==> config.mk <==
export PLATFORM = sky130hd
export DESIGN_NAME = kiss_core_hs
export DESIGN_NICKNAME = d
export VERILOG_FILES = /design/src/rtl/kiss_core_hs.sv
export SDC_FILE = /design/constraint.sdc
export NUM_CORES = 2
export LEC_CHECK = 0
export CORE_AREA = 2 2 413 415
export CTS_CLUSTER_DIAMETER = 40
export DETAILED_ROUTE_END_ITERATION = 8
export DIE_AREA = 0 0 415 417
export GPL_ROUTABILITY_DRIVEN = 0
export HOLD_SLACK_MARGIN = 0.08
export PLACE_DENSITY = 0.67
export SLEW_MARGIN = 20
export SYNTH_ARGS = -nofsm -noshare
export SYNTH_HDL_FRONTEND = slang
export SYNTH_SLANG_ARGS = --single-unit
==> constraint.sdc <==
create_clock -name clk -period 8.57 [get_ports clk]
set_clock_uncertainty 0.15 [all_clocks]
set_input_delay 0.857 -clock clk [delete_from_list [all_inputs] [get_ports clk]]
set_output_delay 0.857 -clock clk [all_outputs]
set_load 0.01 [all_outputs]
==> src/rtl/kiss_core_hs.sv <==
// kiss_core_hs -- multi-cycle 9-field-ISA core with valid/ack memory handshakes.
//
// Each instruction walks FETCH -> EXEC -> [MEM] -> FETCH. The instruction fetch and
// the data access both wait for an ack, so either memory may insert wait states.
// All outputs are registered. A one-cycle retire pulse, together with the PC of the
// retired instruction, marks each completed instruction.
//
// Instruction fields, LSB first:
//   src1[RW] src2[RW] dst[RW] imm[IMM_W] m_w r_w op r_src b
//
// Ports:
//   clk, rst_n                 rising-edge clock, async active-low reset
//   imem_req/addr              fetch request and address (= PC)
//   imem_ack/rdata             fetch done; instruction is valid in the ack cycle
//   dmem_req/we/addr/wdata     data request; we=1 store, addr = ALU result, wdata = reg[dst]
//   dmem_ack/rdata             data done; load data is valid in the ack cycle
//   retire/retire_pc           1-cycle pulse per completed instruction, with its PC
module kiss_core_hs #(
  parameter int              XLEN     = 32,
  parameter int              NREGS    = 32,
  parameter int              IMM_W    = 5,
  parameter logic [XLEN-1:0] PC_RESET = '0,
  localparam int             RW       = $clog2(NREGS),
  localparam int             INSN_W   = 3*RW + IMM_W + 5
) (
  input  logic              clk,
  input  logic              rst_n,
  output logic              imem_req,
  output logic [XLEN-1:0]   imem_addr,
  input  logic              imem_ack,
  input  logic [INSN_W-1:0] imem_rdata,
  output logic              dmem_req,
  output logic              dmem_we,
  output logic [XLEN-1:0]   dmem_addr,
  output logic [XLEN-1:0]   dmem_wdata,
  input  logic              dmem_ack,
  input  logic [XLEN-1:0]   dmem_rdata,
  output logic              retire,
  output logic [XLEN-1:0]   retire_pc
);

  typedef enum logic [1:0] {ST_FETCH, ST_EXEC, ST_MEM} state_t;

  state_t            state_q, state_d;
  logic [INSN_W-1:0] ir_q;
  logic [XLEN-1:0]   pc_q;
  logic [XLEN-1:0]   regs_q [NREGS];

  // Decoded fields of the latched instruction.
  logic [RW-1:0]     src1, src2, dst;
  logic [IMM_W-1:0]  imm;
  logic              m_w, r_w, op, r_src, b;
  assign {b, r_src, op, r_w, m_w, imm, dst, src2, src1} = ir_q;

  logic [XLEN-1:0]   s1, s2, s_dst, imm_sext, alu, w_v, pc_next;
  logic              commit;

  // Register 0 always reads as zero, whatever the array holds.
  assign s1       = (src1 == '0) ? '0 : regs_q[src1];
  assign s2       = (src2 == '0) ? '0 : regs_q[src2];
  assign s_dst    = (dst  == '0) ? '0 : regs_q[dst];
  assign imm_sext = {{(XLEN-IMM_W){imm[IMM_W-1]}}, imm};
  assign alu      = op ? (s1 + s2 + imm_sext) : (s1 - s2 + imm_sext);

  // Registers and IR do not change while in MEM, so alu is still valid at commit.
  // A store with r_src set is a plain store: the load path is only taken without m_w.
  assign w_v     = (r_src && !m_w) ? dmem_rdata : alu;
  assign pc_next = b ? (pc_q + w_v) : (pc_q + XLEN'(1));

  // NOTE: every always_comb output gets a default first so no path infers a latch.
  always_comb begin
    state_d = state_q;
    commit  = 1'b0;
    unique case (state_q)
      ST_FETCH: if (imem_req && imem_ack) state_d = ST_EXEC;
      ST_EXEC: begin
        if (m_w || r_src) begin
          state_d = ST_MEM;
        end else begin
          state_d = ST_FETCH;
          commit  = 1'b1;
        end
      end
      ST_MEM: begin
        if (dmem_req && dmem_ack) begin
          state_d = ST_FETCH;
          commit  = 1'b1;
        end
      end
      default: state_d = ST_FETCH;
    endcase
  end

  // NOTE: sequential state uses non-blocking assignments only, so every register
  // samples the pre-edge values regardless of statement order.
  always_ff @(posedge clk or negedge rst_n) begin
    if (!rst_n) begin
      state_q    <= ST_FETCH;
      pc_q       <= PC_RESET;
      ir_q       <= '0;
      imem_req   <= 1'b0;
      imem_addr  <= '0;
      dmem_req   <= 1'b0;
      dmem_we    <= 1'b0;
      dmem_addr  <= '0;
      dmem_wdata <= '0;
      retire     <= 1'b0;
      retire_pc  <= '0;
      // NOTE: the register file is architecturally zero after reset, so it is
      // cleared here instead of being left as an unreset RAM.
      for (int i = 0; i < NREGS; i++) regs_q[i] <= '0;
    end else begin
      state_q <= state_d;
      retire  <= 1'b0;

      unique case (state_q)
        ST_FETCH: begin
          // Only the first fetch after reset arrives here with req low.
          if (!imem_req) begin
            imem_req  <= 1'b1;
            imem_addr <= pc_q;
          end else if (imem_ack) begin
            ir_q     <= imem_rdata;
            imem_req <= 1'b0;
          end
        end
        ST_EXEC: begin
          if (m_w || r_src) begin
            dmem_req   <= 1'b1;
            dmem_we    <= m_w;
            dmem_addr  <= alu;
            dmem_wdata <= s_dst;
          end
        end
        ST_MEM: begin
          if (dmem_ack) begin
            dmem_req <= 1'b0;
            dmem_we  <= 1'b0;
          end
        end
        default: ;
      endcase

      // Commit raises the next fetch request in the same edge, so an ALU-only
      // instruction costs exactly fetch-ack cycle plus one execute cycle.
      if (commit) begin
        if (r_w && dst != '0) regs_q[dst] <= w_v;
        pc_q      <= pc_next;
        imem_req  <= 1'b1;
        imem_addr <= pc_next;
        retire    <= 1'b1;
        retire_pc <= pc_q;
      end
    end
  end

endmodule

# After elaboration in Yosys (flattened, before gate mapping)
# Cells that the tools add are included.
dict set report word_totals {
  reg_bits 1215
  out_inout_bits 132
  wordCells 121
}
dict set report classes {
  n_addsub 6
  n_lt_le_gt_ge 4
  eq_ne 7
  mux 38
  n_bitwise 3
  reduce_logical 20
}
# operator count
set op_table {}
lappend op_table {{$bwmux 1024} 1}
lappend op_table {{$mux 32} 16}
lappend op_table {{$bmux 32 s5} 3}
lappend op_table {{$demux 32 s5} 1}
lappend op_table {{$add 32x32->32} 4}
lappend op_table {{$add 32x1->32 const B} 1}
lappend op_table {{$sub 32x32->32} 1}
lappend op_table {{$ge 6x6->1 const B} 3}
lappend op_table {{$not 5->6} 3}
lappend op_table {{$logic_not 5->1} 3}
lappend op_table {{$mux 1} 10}
lappend op_table {{$ne 2x2->1 const B} 4}
lappend op_table {{$reduce_and 2->1} 4}
lappend op_table {{$lt 6x1->1 const B} 1}
lappend op_table {{$mux 2} 3}
lappend op_table {{$pmux 1 s2} 3}
lappend op_table {{$pmux 2 s3} 1}
lappend op_table {{$reduce_and 3->1} 2}
lappend op_table {{$logic_and 1x1->1} 5}
lappend op_table {{$reduce_bool 5->1} 1}
lappend op_table {{$reduce_bool 2->1} 2}
lappend op_table {{$eq 2x1->1 const B} 1}
lappend op_table {{$eq 2x2->1 const B} 1}
lappend op_table {{$logic_not 2->1} 1}
lappend op_table {{other kinds (3)} 3}

# Longest topological paths before layout
dict set report depth {
  ltp_word 12
  ltp_mapped 39
  mapped_depth_nobuf 33
}

# Worst setup path before layout
# OpenSTA, ideal clock, no wires.
dict set report synth_path {
  path_type {register to register}
  start {reg ir_q[5]}
  end {reg imem_addr[23]}
  setup_time_ns 0.120
  arrival_ns 8.269
  required_ns 8.300
  slack_ns 0.031
  path_stages_with_launch 38
  n_path_buf 6
  synth_period_minus_slack_ns 8.539
  cell_sequence {dfrtp_1 clkbuf_1 buf_2 buf_2 buf_1 buf_2 mux4_2 mux4_2 nand2_1 a21o_1 inv_1 fa_1 inv_1 ha_1 nor2b_1 o21ai_1 a21oi_1 o21ai_1 (+2 left out) and4b_1 a311oi_1 o211ai_1 o21ai_1 clkbuf_1 nor2_1 ha_1 and2_1 and3_1 a31oi_1 nand2_1 o21a_1 o21a_1 o21ai_0 a21boi_0 o21a_1 or3_1 a31o_2}
}
dict set report synth_via {
  elab_chain_len 12
  word_cells_on_any_way 15
  classes_between {add/sub: 5; mux: 8; bitwise: 1; reduce/logical: 1}
}
# item line_no
set synth_rtl {}
lappend synth_rtl {{from (decl)} 45} ;# logic [INSN_W-1:0] ir_q;
lappend synth_rtl {{from (signal assigned)} 123} ;# ir_q <= imem_rdata;
lappend synth_rtl {{$not 5->6 (not written as such)} 60} ;# assign s2 = (src2 == '0) ? '0 : regs_q[src2];
lappend synth_rtl {{$bmux 32 s5} 60}
lappend synth_rtl {{$mux 32 (not written as such) (2 in a row)} 60}
lappend synth_rtl {{$mux 32 (*)} 60}
lappend synth_rtl {{$sub 32x32->32 or $add 32x32->32 (tied branches)} 63} ;# assign alu = op ? (s1 + s2 + imm_sext) : (s1 - s2 + imm_sext);
lappend synth_rtl {{$add 32x32->32} 63}
lappend synth_rtl {{$mux 32 (*)} 63}
lappend synth_rtl {{$mux 32 (*)} 67} ;# assign w_v = (r_src && !m_w) ? dmem_rdata : alu;
lappend synth_rtl {{$add 32x32->32 (*)} 68} ;# assign pc_next = b ? (pc_q + w_v) : (pc_q + XLEN'(1));
lappend synth_rtl {{$mux 32 (*)} 68}
lappend synth_rtl {{$mux 32 (*)} 146} ;# if (commit) begin
lappend synth_rtl {{to (signal assigned)} 121} ;# imem_addr <= pc_q;
lappend synth_rtl {{to (signal assigned)} 150} ;# imem_addr <= pc_next;
lappend synth_rtl {{to (decl)} 29} ;# output logic [XLEN-1:0] imem_addr,
# Mark *: on every way between the ends. The rest lies on a longest branch, timed or not. The select of a mux whose other input is x is not followed.
# A chain may end at the register's enable or synchronous reset.

# Final worst setup path
dict set report layout_path {
  start {reg ir_q[6]}
  end {reg pc_q[31]}
}
dict set report layout_via {
  elab_chain_len 11
  word_cells_on_any_way 14
  classes_between {add/sub: 5; mux: 7; bitwise: 1; reduce/logical: 1}
}
# item line_no
set layout_rtl {}
lappend layout_rtl {{$not 5->6 (not written as such)} 60}
lappend layout_rtl {{$bmux 32 s5} 60}
lappend layout_rtl {{$mux 32 (not written as such) (2 in a row)} 60}
lappend layout_rtl {{$mux 32 (*)} 60}
lappend layout_rtl {{$sub 32x32->32 or $add 32x32->32 (tied branches)} 63}
lappend layout_rtl {{$add 32x32->32} 63}
lappend layout_rtl {{$mux 32 (*)} 63}
lappend layout_rtl {{$mux 32 (*)} 67}
lappend layout_rtl {{$add 32x32->32 (*)} 68}
lappend layout_rtl {{$mux 32 (*)} 68}
lappend layout_rtl {{to (signal assigned)} 148} ;# pc_q <= pc_next;
lappend layout_rtl {{to (decl)} 46} ;# logic [XLEN-1:0] pc_q;
# Marked as above.

==> metrics.md <==
| Metric | Value |
|---|---|
| GR Layer Usage met3 | 11.8% |
| Area growth, synth to finish | 16.5% |
| Area of placed instances | 78,500 um^2 |
| Num CTS Buffers | 191 |
| GRT Util Overall | 29.9% |
| DP Worst Slack | 0.314 ps |
| Fin cells | 8,905 |
| Slowest stage delay, CP | 640 ps |
| CP arrival | 8820 ps |
| M2 GR Usage | 43.7% |
| Drt first pass iters | 6 |
| Root Driver | clkbuf_16 |
| CTS Buffer Depth | 3 |
| Register bit total from synthesis | 1,215 |
| Main synth FF type | dfrtp_1 |
| Max_cap viols | 0 |
| Core footprint | 169,000 um^2 |
| Largest net degree at the start of global routing | 170 |
| Final Cell Area | 85,900 um^2 |
| CP dominant cell by count | a21oi_1 |
| Crit path launch type | flip-flop |
| Power per cell area | 414 nW/um^2 |
| Max Freq | 0.121 GHz |
| Final net count | 6,736 |
| CP Capture Type | flip-flop |
| Vias in the first global route | 58,064 |
| Period minus WS final | 8240 ps |
| Post-synth EDFFs | 0 |
| Synth Warn # | 0 |
| # fillers | 14,487 |
| DR vias | 58,068 |
| CP bufs+invs | 5 |
| Kind of critical path | reg2reg |
| Total die area | 173,000 um^2 |
| Worst Path Max Fanout | 66 |
| Die Height | 417 um |
| Antenna violations before repair | 10 |
| VDD IR-drop max | 343 uV |
| Met1 Use GR | 38.0% |
| H-tree Lvls | 4 |
| Grt ovf | 0 |
| Drt initial violations | 7,708 |
| Top Usage Layer GRT | met2 |
| DRC | 0 |
| Post-synthesis sequential area ratio | 41.3% |
| Hold crit path type | reg2reg |
| Syn avg cell area | 11.3 um^2 |
| Final Cycle Share | 96.1% |
| Row count | 151 |
| CTS tree | built |
| Wire length per cell | 29.1 um |
| Vias per cell | 6.52 |
| Placed cell count | 8,519 |
| Worst path required time | 9150 ps |
| CP max stage cell | dfrtp_4 |
| Ports | 193 |
| Synth Net Count | 6,731 |
| Latest clock arrival within the worst-skew pair | 870 ps |
| Synth Cell Area | 73,700 um^2 |
| Netlist cell types | 80 |
| Share of layout cells above drive strength 1 | 25.4% |
| Routed Antenna Nets | 0 |
| Endpoints failing setup | 0 |
| Initial Utilization | 43.7% |
| Port bufs | 192 |
| Pleak | 36.2 nW |
| Reg clk slew, reported paths | 60 ps |
| Post-Route WL | 259,000 um |
| Setup tns final | 0 ps |
| Asr flop ratio synth | 100% |
| Max-slew headroom at the worst pin | 21.5% |
| Chip Width | 415 um |
| Delay-heaviest family, CP | compound AO/OA/AOI/OAI gates |
| Max Slew Vio Count | 0 |
| DP HPWL | 160,000 um |
| PnR worst setup slack | 333 ps |
| Hold Vio Cnt, Final | 0 |
| First-pass GRT wire length | 384,000 um |
| Clk sinks | 1,215 |
| Worst Max-Slew Pin Slew | 1180 ps |
| Synth Instances | 6,510 |
| Outcome | finished, final reports clean |
==> path summary, 6_finish.rpt <==
check	from	to	slack [ps]	cells past startpoint
max in group asynchronous	rst_n	regs_q[296]$_DFFE_PN0P_	5690	4
setup / recovery	ir_q[6]$_DFFE_PN0P_	pc_q[31]$_DFFE_PN0P_	330	31
hold / removal	regs_q[1023]$_DFFE_PN0P_	regs_q[1023]$_DFFE_PN0P_	260	0
hold reg to reg	regs_q[1023]$_DFFE_PN0P_	regs_q[1023]$_DFFE_PN0P_	260	0
min in group asynchronous	rst_n	regs_q[887]$_DFFE_PN0P_	500	2
setup reg to reg	ir_q[6]$_DFFE_PN0P_	pc_q[31]$_DFFE_PN0P_	330	31
==> per-stage QoR <==
step                      utilization (%)  hold WS [ps]  total power [mW]
final                                50.9           261              35.5
after floorplan                         -           291              19.5
after detailed placement             46.6           243              26.4
after global placement               46.6           230              26.1
after global routing                 50.9           270              37.2
after CTS                            50.7           256              34.9
==> cell usage in the layout, fill, tap and decap left out, types with 12 or more instances in the layout <==
cell type	count
nor3_1	15
o21bai_1	15
nor2b_1	12
dfrtp_1	1204
clkbuf_1	16
inv_8	13
bufinv_16	29
o31ai_1	12
xnor2_1	42
a31oi_1	43
nand4_1	37
o21ai_1	33
clkinv_4	16
buf_4	213
nand2_2	31
clkinvlp_4	24
ha_1	96
nor2_1	181
xor2_1	30
buf_12	30
o21ai_0	1003
nand2b_1	52
clkdlybuf4s50_1	191
a21oi_1	134
nand3_1	17
o21a_1	15
a21o_1	71
inv_1	157
inv_6	26
a22o_1	33
mux4_2	890
clkbuf_16	195
and3_1	15
nand2_1	1265
mux2i_1	18
a22oi_1	129
clkinv_2	14
mux2_2	85
clkbuf_8	18
fa_1	64
==> flip-flops by register name, indices dropped and copies added, names as in the netlist <==
register,count
regs_q,1024
retire,1
retire_pc,32
dmem_req,1
dmem_wdata,32
dmem_addr,32
imem_req,1
ir_q,25
dmem_we,1
imem_addr,32
state_q,2
pc_q,32
==> Yosys cell counts, types with 4 or more instances <==
library cell,number,area (um^2)
a211o_1,6,52.6
a211oi_1,11,82.6
a21boi_0,5,37.5
a21o_1,72,541
a21oi_1,139,696
a22o_1,33,289
a22oi_1,129,968
a31o_2,4,35.0
a31oi_1,44,275
and2_1,7,43.8
and3_1,16,100
and3b_1,4,35.0
buf_1,100,375
buf_2,34,170
clkbuf_1,500,1880
dfrtp_1,1215,30400
fa_1,64,1280
ha_1,96,1200
inv_1,160,601
mux2_2,85,957
mux2i_1,26,260
mux4_2,890,20000
nand2_1,1297,4870
nand2b_1,52,325
nand3_1,19,95.1
nand3b_1,4,30.0
nand4_1,37,231
nor2_1,182,683
nor2b_1,14,87.6
nor3_1,18,90.1
nor3b_1,5,37.5
o211ai_1,6,45.0
o21a_1,15,113
o21ai_0,1014,5070
o21ai_1,35,175
o21bai_1,15,113
o22ai_1,5,31.3
o31ai_1,13,97.6
or2_2,4,25.0
or3_1,6,37.5
xnor2_1,42,368
xor2_1,30,263
==> cell families (layout without fill, tap and decap cells) <==
family                   Yosys count  in the layout  share of synthesized area (%)
multiplexers                    1002           1002                           28.9
flip-flops                      1215           1215                           41.3
adder cells (fa/ha/maj)          160            160                           3.37
AO/OA/AOI/OAI                   1584           1584                           12.2
buffers and inverters            797            968                           4.13
XOR/XNOR                          73             73                          0.878
other                              0              6                              0
AND/OR/NAND/NOR                 1679           1679                           9.24
==> repair_timing <==
| action | CTS | global route |
|---|---|---|
| setup endpoints to repair | 0 | 18 |
| endpoints found under the hold margin | 112 | 0 |
| buffers inserted | 0 | 18 |
| hold buffers | 1 | 0 |
| gates resized for setup | 0 | 29 |
==> final cells by class <==
class / instances / area (um^2) / area share [%]
antenna: 6 / 15.0 / 0.0175
clock buffer: 226 / 5120 / 5.97
clock inverter: 133 / 1870 / 2.18
inverter: 160 / 606 / 0.705
multi-input combinational: 4498 / 40700 / 47.4
sequential: 1215 / 30400 / 35.5
tap: 2218 / 2780 / 3.23
timing repair buffer: 449 / 4360 / 5.08
==> power breakdown <==
group          leakage [nW]  internal, mW  total [mW]  switching, mW
logic                  16.2          7.21        18.7           11.5
clock network          3.35          5.25        8.40           3.16
registers              16.7          7.01        8.43           1.42
total                  36.2          19.5        35.5           16.0
==> per-layer routing <==
metal / vias to the layer above / routed length (um)
met3: 946 / 35800
met4: 4 / 16400
met5: - / 29
li1: 24076 / -
met1: 29134 / 94300
met2: 3908 / 113000
No activity file was read; power rests on OpenSTA's default activity.
